### config.mk
export PLATFORM = sky130hd
export DESIGN_NAME = add_sub_acc_unit
export DESIGN_NICKNAME = d
export VERILOG_FILES = /design/src/rtl/add_sub_acc_unit.sv
export SDC_FILE = /design/constraint.sdc
export NUM_CORES = 1
export LEC_CHECK = 0
export ABC_AREA = 1
export CORE_MARGIN = 3
export CORE_UTILIZATION = 47
export CTS_CLUSTER_SIZE = 14
export DETAILED_ROUTE_END_ITERATION = 12
export PLACE_DENSITY = 0.79
export REMOVE_ABC_BUFFERS = 1
export SETUP_SLACK_MARGIN = 0.3
export SYNTH_ARGS = -nofsm -noshare
export SYNTH_HDL_FRONTEND = slang
export SYNTH_SLANG_ARGS = --single-unit
### constraint.sdc
create_clock -name CLK_i -period 2.9 [get_ports CLK_i]
set_clock_uncertainty 0.2 [all_clocks]
set_input_delay 0.725 -clock CLK_i [delete_from_list [all_inputs] [get_ports CLK_i]]
set_output_delay 0.725 -clock CLK_i [all_outputs]
set_load 0.05 [all_outputs]
### src/rtl/add_sub_acc_unit.sv
// Purpose: registered WIDTH-bit add/subtract/accumulate unit with C/V/Z/N flags and optional signed saturation.
// Latency: 1 cycle from operand accept to result on S_o/flags with VALID_o=1; one result per cycle.
// Backpressure: one-deep output stage; READY_o = !VALID_o || READY_i, so a held result stalls the input side.
//
// Ports:
//   CLK_i, RSTN_i            clock, asynchronous active-low reset
//   VALID_i/READY_o          operand handshake (A_i, B_i, OP_i)
//   OP_i                     00 A+B, 01 A-B, 10 ACC+A, 11 ACC-A
//   VALID_o/READY_i          result handshake (S_o, C_o, V_o, Z_o, N_o)
module add_sub_acc_unit #(
    parameter int WIDTH = 4,
    parameter bit SAT   = 1'b0
) (
    input  logic             CLK_i,
    input  logic             RSTN_i,
    input  logic             VALID_i,
    output logic             READY_o,
    input  logic [WIDTH-1:0] A_i,
    input  logic [WIDTH-1:0] B_i,
    input  logic [1:0]       OP_i,
    output logic             VALID_o,
    input  logic             READY_i,
    output logic [WIDTH-1:0] S_o,
    output logic             C_o,
    output logic             V_o,
    output logic             Z_o,
    output logic             N_o
);

    localparam int MSB = WIDTH - 1;

    // Clamp values for signed saturation: most positive and most negative.
    localparam logic [WIDTH-1:0] SAT_MAX = {1'b0, {(WIDTH-1){1'b1}}};
    localparam logic [WIDTH-1:0] SAT_MIN = {1'b1, {(WIDTH-1){1'b0}}};

    logic [WIDTH-1:0] r_acc;
    logic [WIDTH-1:0] r_s;
    logic             r_c;
    logic             r_v;
    logic             r_z;
    logic             r_n;
    logic             r_vld;

    logic [WIDTH-1:0] w_x;
    logic [WIDTH-1:0] w_y;
    logic [WIDTH-1:0] w_yp;
    logic [WIDTH:0]   w_sum;
    logic [WIDTH-1:0] w_r;
    logic             w_c;
    logic             w_v;
    logic [WIDTH-1:0] w_res;
    logic             w_accept;

    // Accumulate ops use ACC as the left operand and A_i as the right one.
    assign w_x  = OP_i[1] ? r_acc : A_i;
    assign w_y  = OP_i[1] ? A_i   : B_i;

    // Subtraction as X + ~Y + 1, so C is the no-borrow indication.
    assign w_yp  = OP_i[0] ? ~w_y : w_y;
    assign w_sum = {1'b0, w_x} + {1'b0, w_yp} + {{WIDTH{1'b0}}, OP_i[0]};
    assign w_r   = w_sum[WIDTH-1:0];
    assign w_c   = w_sum[WIDTH];

    // Overflow: both effective operands share a sign that the raw result lost.
    assign w_v = (w_x[MSB] == w_yp[MSB]) && (w_r[MSB] != w_x[MSB]);

    // On overflow the true result has the sign of X, so clamp toward it.
    always_comb begin
        w_res = w_r;
        if (SAT && w_v) begin
            w_res = w_x[MSB] ? SAT_MIN : SAT_MAX;
        end
    end

    // Depends only on the output register and READY_i: no path from operands.
    assign READY_o  = !r_vld || READY_i;
    assign w_accept = VALID_i && READY_o;

    always_ff @(posedge CLK_i or negedge RSTN_i) begin
        if (!RSTN_i) begin
            r_vld <= 1'b0;
            r_s   <= '0;
            r_c   <= 1'b0;
            r_v   <= 1'b0;
            r_z   <= 1'b0;
            r_n   <= 1'b0;
            r_acc <= '0;
        end else if (w_accept) begin
            // Covers both an empty stage and a same-edge consume+replace.
            r_vld <= 1'b1;
            r_s   <= w_res;
            r_c   <= w_c;
            r_v   <= w_v;
            r_z   <= (w_res == '0);
            r_n   <= w_res[MSB];
            r_acc <= w_res;
        end else if (r_vld && READY_i) begin
            // Consumed with nothing new: drop valid, keep the last value visible.
            r_vld <= 1'b0;
        end
    end

    assign VALID_o = r_vld;
    assign S_o     = r_s;
    assign C_o     = r_c;
    assign V_o     = r_v;
    assign Z_o     = r_z;
    assign N_o     = r_n;

endmodule
==> results by group <==
Clocking
  • CTS Hold Bufs: 0
  • H-tree levels: 1
  • Worst-Skew Late Latency: 250 ps
  • CTS tree: yes
  • Post-CTS Setup Inserts: 0
  • Root buffer cell: clkbuf_4
  • Worst-path clk slew: 50 ps
  • Clock sinks: 8
  • CTS Buffer Depth: 2
  • Number of buffers created by CTS: 3

Logic synthesis
  • Count leader, synth: nand2_1
  • Ys async rst share: 100.0%
  • Commonest cells post-synth: 29 x nand2_1, 11 x inv_1, 8 x dfrtp_1, 8 x o21ai_0, 7 x nand3_1
  • Post-synth EDFFs: 0
  • Post-synth top area cell: dfrtp_1
  • Yosys warning total: 0
  • FF+latch count, synth: 8
  • Top_reg_cell synth: dfrtp_1
  • Seq/Total Area, Yosys: 28.52%
  • Synth area leaders: dfrtp_1 29%, nand2_1 16%, inv_1 5.9%
  • Post-Syn Area: 701.9 um^2
  • Post-Syn Instances: 93
  • Yosys cell types: 22
  • Average size of a mapped cell: 7.548 um^2
  • Top cell type's share of synthesized area: 28.52%

Finish
  • # diodes: 0
  • Area grow syn2layout: 48.84%
  • Share of layout cells above drive strength 1: 24.19%
  • Nets@finish: 144
  • Cell area after layout: 0.001045 mm^2

Timing
  • Fin crit share: 86.21%
  • Minimum clock period: 2500 ps
  • Pins Over Slew Limit: 0
  • Final hold vios: 0
  • PnR worst setup slack: 400.0 ps
  • RSZ-0062 raised after global routing: false
  • Max-slew headroom: 66.63%
  • Finish-stage setup viols: 0
  • Highest clock rate: 400.0 MHz
  • Worst-Margin Slew: 499.0 ps

Worst setup path
  • Crit-path cells: clkdlybuf4s50_1 > inv_1 > o21ai_2 > xor2_2 > inv_1 > ha_1 > nand2_1 > inv_1 > nand3_4 > nand2_2 > nand2_1 > nand3_1 > nand2_1
  • CP max FO: 4
  • Crit Path Class: input port to register
  • R2r worst-path depth: 8
  • Reg-to-reg critical path endpoint: C_o$_DFFE_PN0P_
  • Worst path arrival time: 2440 ps
  • Crit. Startpoint: A_i[1]
  • Worst path bufs/invs: 4
  • R2R Path Start: S_o[3]$_DFFE_PN0P_
  • CP max stage cell: clkdlybuf4s50_1
  • Critical Path RT: 2840 ps
  • Reg2reg setup slack: 1030 ps
  • CP delay by family, top: buffers and inverters
  • Critical path endpoint category: register
  • CP peak stage delay: 450 ps
  • Setup crit start kind: input port

Power
  • NetSw: 338.7 uW
  • PD cells: 666.9 mW/mm^2
  • Seq pwr share: 24.1%
  • Combinational share of power: 63.9%
  • Switch share: 48.62%
  • P_leak: 0.5239 nW
  • Int Pwr: 358.0 uW
  • Clock network fraction of total power: 12.1%
  • Maximum VDD drop: 0.5433 mV

Die
  • Core footprint: 0.001350 mm^2
  • DIE AREA: 0.001993 mm^2
  • Cell Rows: 13
  • Initial Util: 51.99%
  • I/O Pins: 24
  • Die height: 44.65 um
  • Die W: 44.65 um

Flow run
  • Max Cap Viol: 0

Drt
  • Routed vias: 679
  • WL per Instance: 11.99 um
  • Final ANT Viol Nets: 0
  • 1st-pass router iterations: 4
  • Vias/cell: 4.885
  • DRC viols: 0
  • WL final: 1666 um
  • DRT iter0 DRCs: 10

GRT
  • Global-route wire length before repair: 2615 um
  • Vias in the first global route: 648
  • Overflow after GRT: 0
  • Pin count of the biggest net entering global routing: 10
  • GRT Util Overall: 17.73%
  • Initial antenna violation count: 0

Place
  • Pre-CTS WS: -117.0 ps
  • Hpwl dp: 1303 um
  • Global placement routability congestion: 0.8136
  • IO Port Bufs: 23
  • Cell Area, Placed: 994.7 um^2

Min path
  • Worst Hold Depth: 2
  • Hold_sp: Z_o$_DFFE_PN0P_
  • Hold EP: Z_o$_DFFE_PN0P_
  • Worst Hold Class: register to register

Run status
  • Outcome: complete, no violations
[tightest hold or removal path, stage by stage (launching register included)]
cell	delay, ps
dfrtp_1	340
nand2_1	50
nand2_1	60
[placed cells by master, fill, tap and decap left out, drive strengths merged, types with 2 or more instances in the layout]
| master | instances |
|---|---|
| nor2 | 2 |
| clkbuf | 3 |
| buf | 8 |
| xor2 | 4 |
| o21ai | 9 |
| ha | 3 |
| a21oi | 3 |
| inv | 13 |
| nand2 | 36 |
| dfrtp | 8 |
| clkdlybuf4s50 | 21 |
| nand3 | 9 |
[worst max-delay path by stage]
stage | endpoint | slack, ps | depth (start not counted)
final | Z_o$_DFFE_PN0P_ | 400 | 13
after global routing | Z_o$_DFFE_PN0P_ | 270 | 13
after CTS | Z_o$_DFFE_PN0P_ | 360 | 9
after detailed placement | Z_o$_DFFE_PN0P_ | -120 | 10
after global placement | Z_o$_DFFE_PN0P_ | -80 | 10
after floorplan | S_o[3]$_DFFE_PN0P_ | 650 | 12
[layer usage]
| metal | up-vias | GRT usage (%) | share of wire (%) |
|---|---|---|---|
| li1 | 353 | - | - |
| met1 | 309 | 23.00 | 43 |
| met2 | 15 | 29.23 | 52 |
| met3 | 2 | 3.659 | 3.5 |
| met4 | 0 | 5.422 | 0.84 |
| met5 | - | 0 | 0 |
[state kept, by name, summed over array words and instances, names as in the netlist]
name,flops
S_o,4
V_o,1
VALID_o,1
C_o,1
Z_o,1
[power groups by stage]
stage / sequential, mW / clock, mW / combinational, mW
6_report: 0.168 / 0.0840 / 0.445
5_1_grt: 0.172 / 0.0931 / 0.479
4_1_cts: 0.168 / 0.0877 / 0.433
3_5_place_dp: 0.169 / 0 / 0.430
3_3_place_gp: 0.169 / 0 / 0.426
2_1_floorplan: 0.299 / 0 / 0.151
[repair_timing]
action / in CTS / in global routing
pin swaps: 1 / 4
setup endpoints to repair: 4 / 3
resized for setup: 4 / 7
gates cloned: 0 / 0
[logic make-up after synthesis]
family | synth area share (%)
simple gates | 36.72
xor+xnor | 4.991
buf+inv | 10.87
fa+ha+maj | 8.200
compound gates | 10.70
flops | 28.52
[layout make-up]
| cell class | count | area, um^2 |
|---|---|---|
| multi-input cells | 69 | 450.4 |
| inverters | 14 | 57.56 |
| well taps | 15 | 18.77 |
| flip-flops and latches | 8 | 200.2 |
| repair buffers | 30 | 295.3 |
| clock buffers | 3 | 22.52 |
| fillers | 116 | 305.3 |
[per-stage QoR]
step | power [mW] | cells | util, % | TNS (ps) | hold WS (ps)
4_1_cts | 0.6889 | 139 | 75.53 | 0 | 282.5
5_1_grt | 0.7443 | 139 | 77.39 | 0 | 290.9
3_3_place_gp | 0.5949 | 136 | 73.68 | -83.44 | 266.1
6_report | 0.6967 | 139 | 77.39 | 0 | 280.6
2_1_floorplan | 0.4499 | 91 | - | 0 | 229.4
3_5_place_dp | 0.5989 | 136 | 73.68 | -247.9 | 274.1
No activity file was read; power rests on OpenSTA's default activity.
==> RTL change 1 (config.mk and constraints unchanged) <==
Set the parameter `WIDTH` to 6 (it was 4).
--- a/src/rtl/add_sub_acc_unit.sv
+++ b/src/rtl/add_sub_acc_unit.sv
@@ -9,5 +9,5 @@
 //   VALID_o/READY_i          result handshake (S_o, C_o, V_o, Z_o, N_o)
 module add_sub_acc_unit #(
-    parameter int WIDTH = 4,
+    parameter int WIDTH = 6,
     parameter bit SAT   = 1'b0
 ) (
Ports: changed (resized A_i, B_i and S_o); port bits go from 24 to 30. No check against the original RTL was run, so the function may have changed too.
==> RTL change 1 against the unedited design <==
  * Count of clock-buffer cells in the layout is 1 higher
  * Sequential share of layout area is 1.8 points lower
  * Critical path type unchanged
  * Largest cell class unchanged
  * Total power is 52% higher
  * Synthesized area is 28% higher
  * Sequential power is 29% higher
  * Maximum frequency fell by 3.6%
  * Design area increased by 38%
  * Worst setup slack lost 0.092 ns
  * Sequential cell count increased by 2
  * Routed wire length up 59%
==> RTL change 1: results (changes against the unedited design) <==
status: "complete, no violations"  # unchanged
root_buffer: "clkbuf_4"  # unchanged
h-tree-depth: 1  # unchanged
grt_pass1_vias: 1006  # was 648
final_nets: 210  # was 144
synth_top_flop_cell: "dfrtp_1"  # unchanged
cts_buffers: 3  # unchanged
num_antenna_cells: 0  # unchanged
worst_ep_arrival_time_ns: 2.61  # was 2.44 ns
cts_buffer_depth: 2  # unchanged
synth_most_common_cell: "nand2_1"  # unchanged
initialDrtViolationCount: 32  # was 10
setup_viol: 0  # unchanged
grt_use_total: 0.215  # was 0.177
vias: 1051  # was 679
grt_max_degree: 11  # was 10
power.leakage_nw: 0.786  # was 0.524 nW
synthDistinctLibCells: 25  # was 22
gp_congestion: 0.856  # was 0.814
synthArstFlopShare: 1.00  # unchanged
wl_per_cell_um: 12.6  # was 12.0 um
ys_top_cells_by_area: "dfrtp_1, nand2_1, inv_1"  # unchanged
grt_pass1_wl_mm: 4.11  # was 2.62 mm
critPathMaxStageDelay_ns: 0.47  # was 0.45 ns
clk_latency_ns: 0.27  # was 0.25 ns
ys_top_cells_by_count: "nand2_1, inv_1, dfrtp_1, nor2_1, o21ai_0"  # was nand2_1, inv_1, dfrtp_1, o21ai_0, nand3_1
max_slew_margin: 0.666  # about the same
yosys_warnings: 0  # unchanged
yosysSeqAreaShare: 0.279  # was 0.285
r2r_cells: 11  # was 8
antenna_found_initial: 0  # unchanged
crit_fanout: 2  # was 4
ir_worst_vdd_uv: 700  # was 543 uV
hold_depth: 2  # unchanged
drt_pass1_iterations: 4  # unchanged
drive_above_1_share: 0.265  # was 0.242
crit_slowest_cell: "clkdlybuf4s50_1"  # unchanged
cpLargestDelayFamily: "simple AND/OR/NAND/NOR gates"  # was buffers and inverters
hp-class: "flip-flop to flip-flop"  # unchanged
clk_pin_slew_ns: 0.07  # was 0.05 ns
largest_reg_flops: 6  # was 4
placed_area_sq_um: 1290  # was 995 sq um
dpl.hpwl_mm: 1.85  # was 1.30 mm
port_buffers: 29  # was 23
drc: 0  # unchanged
RTL change 1: changes by cell type after synthesis, sizes merged, moves of 2 or more:
cell / change
nand2: +23
nor2: +8
inv: +5
nand3: -3
dfrtp: +2
ha: +2
nand3b: +2
xor2: +2
RTL change 1: power by group:
part	internal, mW	leakage, nW	switching, mW
combinational	0.284	0.644	0.433
clock	0.0764	0.0210	0.0515
sequential	0.182	0.121	0.0334
total	0.543	0.786	0.518
RTL change 1: kinds of logic (layout without fill, tap and decap cells):
logic type | Yosys count | count (layout) | share of synthesized area
AOI/OAI and AO/OA | 13 | 13 | 0.0782
adders and majority gates | 6 | 6 | 0.0922
buffers and inverters | 23 | 71 | 0.110
DFF | 10 | 10 | 0.279
xor gates and xnor gates | 6 | 6 | 0.0587
and+or+nand+nor | 79 | 79 | 0.381
RTL change 1: area by class of cell:
class / count / area, sq um
sequential: 10 / 250
inverter: 19 / 73.8
timing repair buffer: 47 / 437
fill: 130 / 327
timing repair inverter: 1 / 7.51
multi-input combinational: 104 / 602
clock buffer: 4 / 36.3
tap: 25 / 31.3
RTL change 1: tightest hold or removal path: stages (launching register included):
cell and delay, ns:
dfrtp_1 0.34, nand2_1 0.06, nand2_1 0.06
RTL change 1: final timing paths:
check / from / slack [ns] / to
max: A_i[0] / 0.31 / Z_o
min: V_o / 0.29 / V_o
max reg2reg: S_o[2] / 0.81 / Z_o
min reg2reg: V_o / 0.29 / V_o
max in group asynchronous: RSTN_i / 1.60 / S_o[0]
min in group asynchronous: RSTN_i / 0.57 / S_o[5]
RTL change 1: stage by stage:
stage               instances   util  worst slack [ns]  total power, mW  setup TNS [ns]
global placement          199  0.731            -0.146            0.834          -0.417
CTS                       207  0.770             0.304             1.01               0
finish                    210  0.815             0.308             1.06               0
floorplan                 133      -             0.463            0.607               0
global route              210  0.815             0.206             1.13               0
detailed placement        199  0.731            -0.243            0.851           -1.02
RTL change 1: metal layers:
metal / wire (um) / global-route usage / vias to the layer above / part of all wire
li1: - / - / 518 / -
met1: 1040 / 0.239 / 484 / 0.39
met2: 1390 / 0.396 / 41 / 0.52
met3: 169 / 0.0544 / 8 / 0.064
met4: 61 / 0.0645 / 0 / 0.023
met5: 0 / 0 / - / 0
RTL change 1: repair_timing:
action | CTS | global route
gates cloned | 0 | 1
setup buffers | 4 | 2
resized for setup | 9 | 24
endpoints found under the setup margin | 8 | 7
pin swaps | 12 | 18
==> RTL change 2 (same settings) <==
Made on the original files. Reset style: synchronous (`RSTN_i`), changed in one clocked block. Comments in the files are not updated.
--- a/src/rtl/add_sub_acc_unit.sv
+++ b/src/rtl/add_sub_acc_unit.sv
@@ -77,5 +77,5 @@
     assign w_accept = VALID_i && READY_o;
 
-    always_ff @(posedge CLK_i or negedge RSTN_i) begin
+    always_ff @(posedge CLK_i) begin
         if (!RSTN_i) begin
             r_vld <= 1'b0;
Function: differs if RSTN_i is asserted again (counterexample within 4 cycles, from zero or initial values and one cycle with RSTN_i low); with RSTN_i held inactive, the same outputs for 10 cycles.
==> RTL change 2 against the unedited design <==
  * Global-route usage rose by 2.1 points
  * Routed wire length fell by 4.2%
  * Synthesized area fell by 2.9%
  * Design area fell by 1.2%
  * Register-to-register slack got worse by 0.02 ns
  * Sequential share of layout area fell by 3.6 points
  * Sequential power fell by 23%
  * Worst setup slack barely moved
  * First-iteration DRC count rose by 30%
  * Total power fell by 33%
  * Sequential cell count did not move
  * Largest cell class unchanged
  * Largest power group unchanged
==> RTL change 2: results (changes against the unedited design) <==
worst_pin_slew_ns: 0.496  # was 0.499 ns
hp-class: "flip-flop to flip-flop"  # unchanged
root_buffer: "clkbuf_4"  # unchanged
synthArstFlopShare: 0  # was 1.00
syn_area_per_cell_sq_um: 6.56  # was 7.55 sq um
drt-vias-per-instance: 4.85  # was 4.88
drive_above_1_share: 0.267  # was 0.242
drt_pass1_iterations: 4  # unchanged
initialDrtViolationCount: 13  # was 10
num_antenna_cells: 0  # unchanged
cts_buffers: 3  # unchanged
grt_pass1_wl_mm: 2.70  # was 2.62 mm
crit_fanout: 4  # unchanged
power.leakage_nw: 0.530  # was 0.524 nW
worst_ep_arrival_time_ns: 2.50  # was 2.44 ns
status: "complete, no violations"  # unchanged
antenna_found_initial: 0  # unchanged
clk_pin_slew_ns: 0.05  # about the same
post-place-ws_ns: -0.135  # was -0.117 ns
grt_pass1_vias: 665  # was 648
port_buffers: 23  # unchanged
synth_top_flop_cell: "dfxtp_1"  # was dfrtp_1
finalWirelength_mm: 1.60  # was 1.67 mm
min_from: "Z_o"  # unchanged
synth_most_common_cell: "nand2_1"  # unchanged
yosys_warnings: 0  # unchanged
grt_use_total: 0.198  # was 0.177
cp-startpoint: "OP_i[0]"  # was A_i[1]
ys_top_cells_by_count: "nand2_1, inv_1, nand2_2, o21ai_0, dfxtp_1"  # was nand2_1, inv_1, dfrtp_1, o21ai_0, nand3_1
synthDistinctLibCells: 21  # was 22
ir_worst_vdd_uv: 317  # was 543 uV
yosysSeqAreaShare: 0.235  # was 0.285
largest_reg_flops: 4  # unchanged
ys_top_cells_by_area: "dfxtp_1, nand2_1, inv_1"  # was dfrtp_1, nand2_1, inv_1
final_nets: 155  # was 144
ant_nets: 0  # unchanged
gp_congestion: 0.789  # was 0.814
reg2reg_from: "S_o[0]"  # was S_o[3]
vias: 727  # was 679
clk_latency_ns: 0.26
grt_max_degree: 9  # was 10
dpl.hpwl_mm: 1.32  # was 1.30 mm
h-tree-depth: 1  # unchanged
cts_buffer_depth: 2  # unchanged
dpl.cell_count: 146  # was 136
## RTL change 2: final timing paths
check / slack (ns) / cells after the start / to
setup / recovery: 0.40 / 10 / Z_o
hold / removal: 0.28 / 2 / Z_o
setup reg to reg: 1.01 / 12 / Z_o
hold reg to reg: 0.28 / 2 / Z_o
## RTL change 2: logic make-up (layout without fill, tap and decap cells)
logic type | count (synthesis) | count (layout) | share of synthesized area
flops | 8 | 8 | 0.235
buf+inv | 21 | 52 | 0.132
fa+ha+maj | 4 | 4 | 0.0844
xor+xnor | 4 | 4 | 0.0514
compound gates | 18 | 18 | 0.138
simple gates | 49 | 49 | 0.360
## RTL change 2: power by group
group	switching [mW]	leakage [nW]	internal [mW]	total [mW]
registers	0.00741	0.0662	0.122	0.129
logic	0.148	0.450	0.102	0.250
clock network	0.0394	0.0138	0.0474	0.0869
## RTL change 2: per-layer routing
layer	GRT usage	vias up	share of wire
met5	0	-	0
li1	-	388	-
met2	0.294	18	0.48
met3	0.0732	4	0.062
met1	0.247	317	0.43
met4	0.108	0	0.024
## RTL change 2: repair_timing
| action | in CTS | in global routing |
|---|---|---|
| setup endpoints to repair | 3 | 3 |
| setup buffers | 1 | 0 |
| pin swaps | 2 | 11 |
| gates resized for setup | 9 | 6 |
| endpoints found under the hold margin | 0 | 0 |
| cloned | 0 | 0 |
## RTL change 2: per-stage QoR
| stage | cell area [sq um] | power, mW |
|---|---|---|
| 2_1_floorplan | 663 | 0.290 |
| 3_3_place_gp | 967 | 0.369 |
| 3_5_place_dp | 967 | 0.373 |
| 4_1_cts | 1020 | 0.469 |
| 5_1_grt | 1030 | 0.501 |
| 6_report | 1030 | 0.466 |
## RTL change 2: final cells by class
class / count / area, sq um
multi-input combinational: 75 / 459
fill: 102 / 302
timing repair buffer: 30 / 300
sequential: 8 / 160
inverter: 19 / 71.3
clock buffer: 3 / 22.5
tap: 15 / 18.8
## RTL change 2: worst max-delay path, cell delays in order
cell and delay (ns):
clkdlybuf4s50_1 0.49, buf_4 0.14, xor2_1 0.18, ha_2 0.34, xnor2_1 0.14, nor2_1 0.14
nand2_1 0.10, nor2_4 0.08, nand2_2 0.05, a21oi_2 0.10
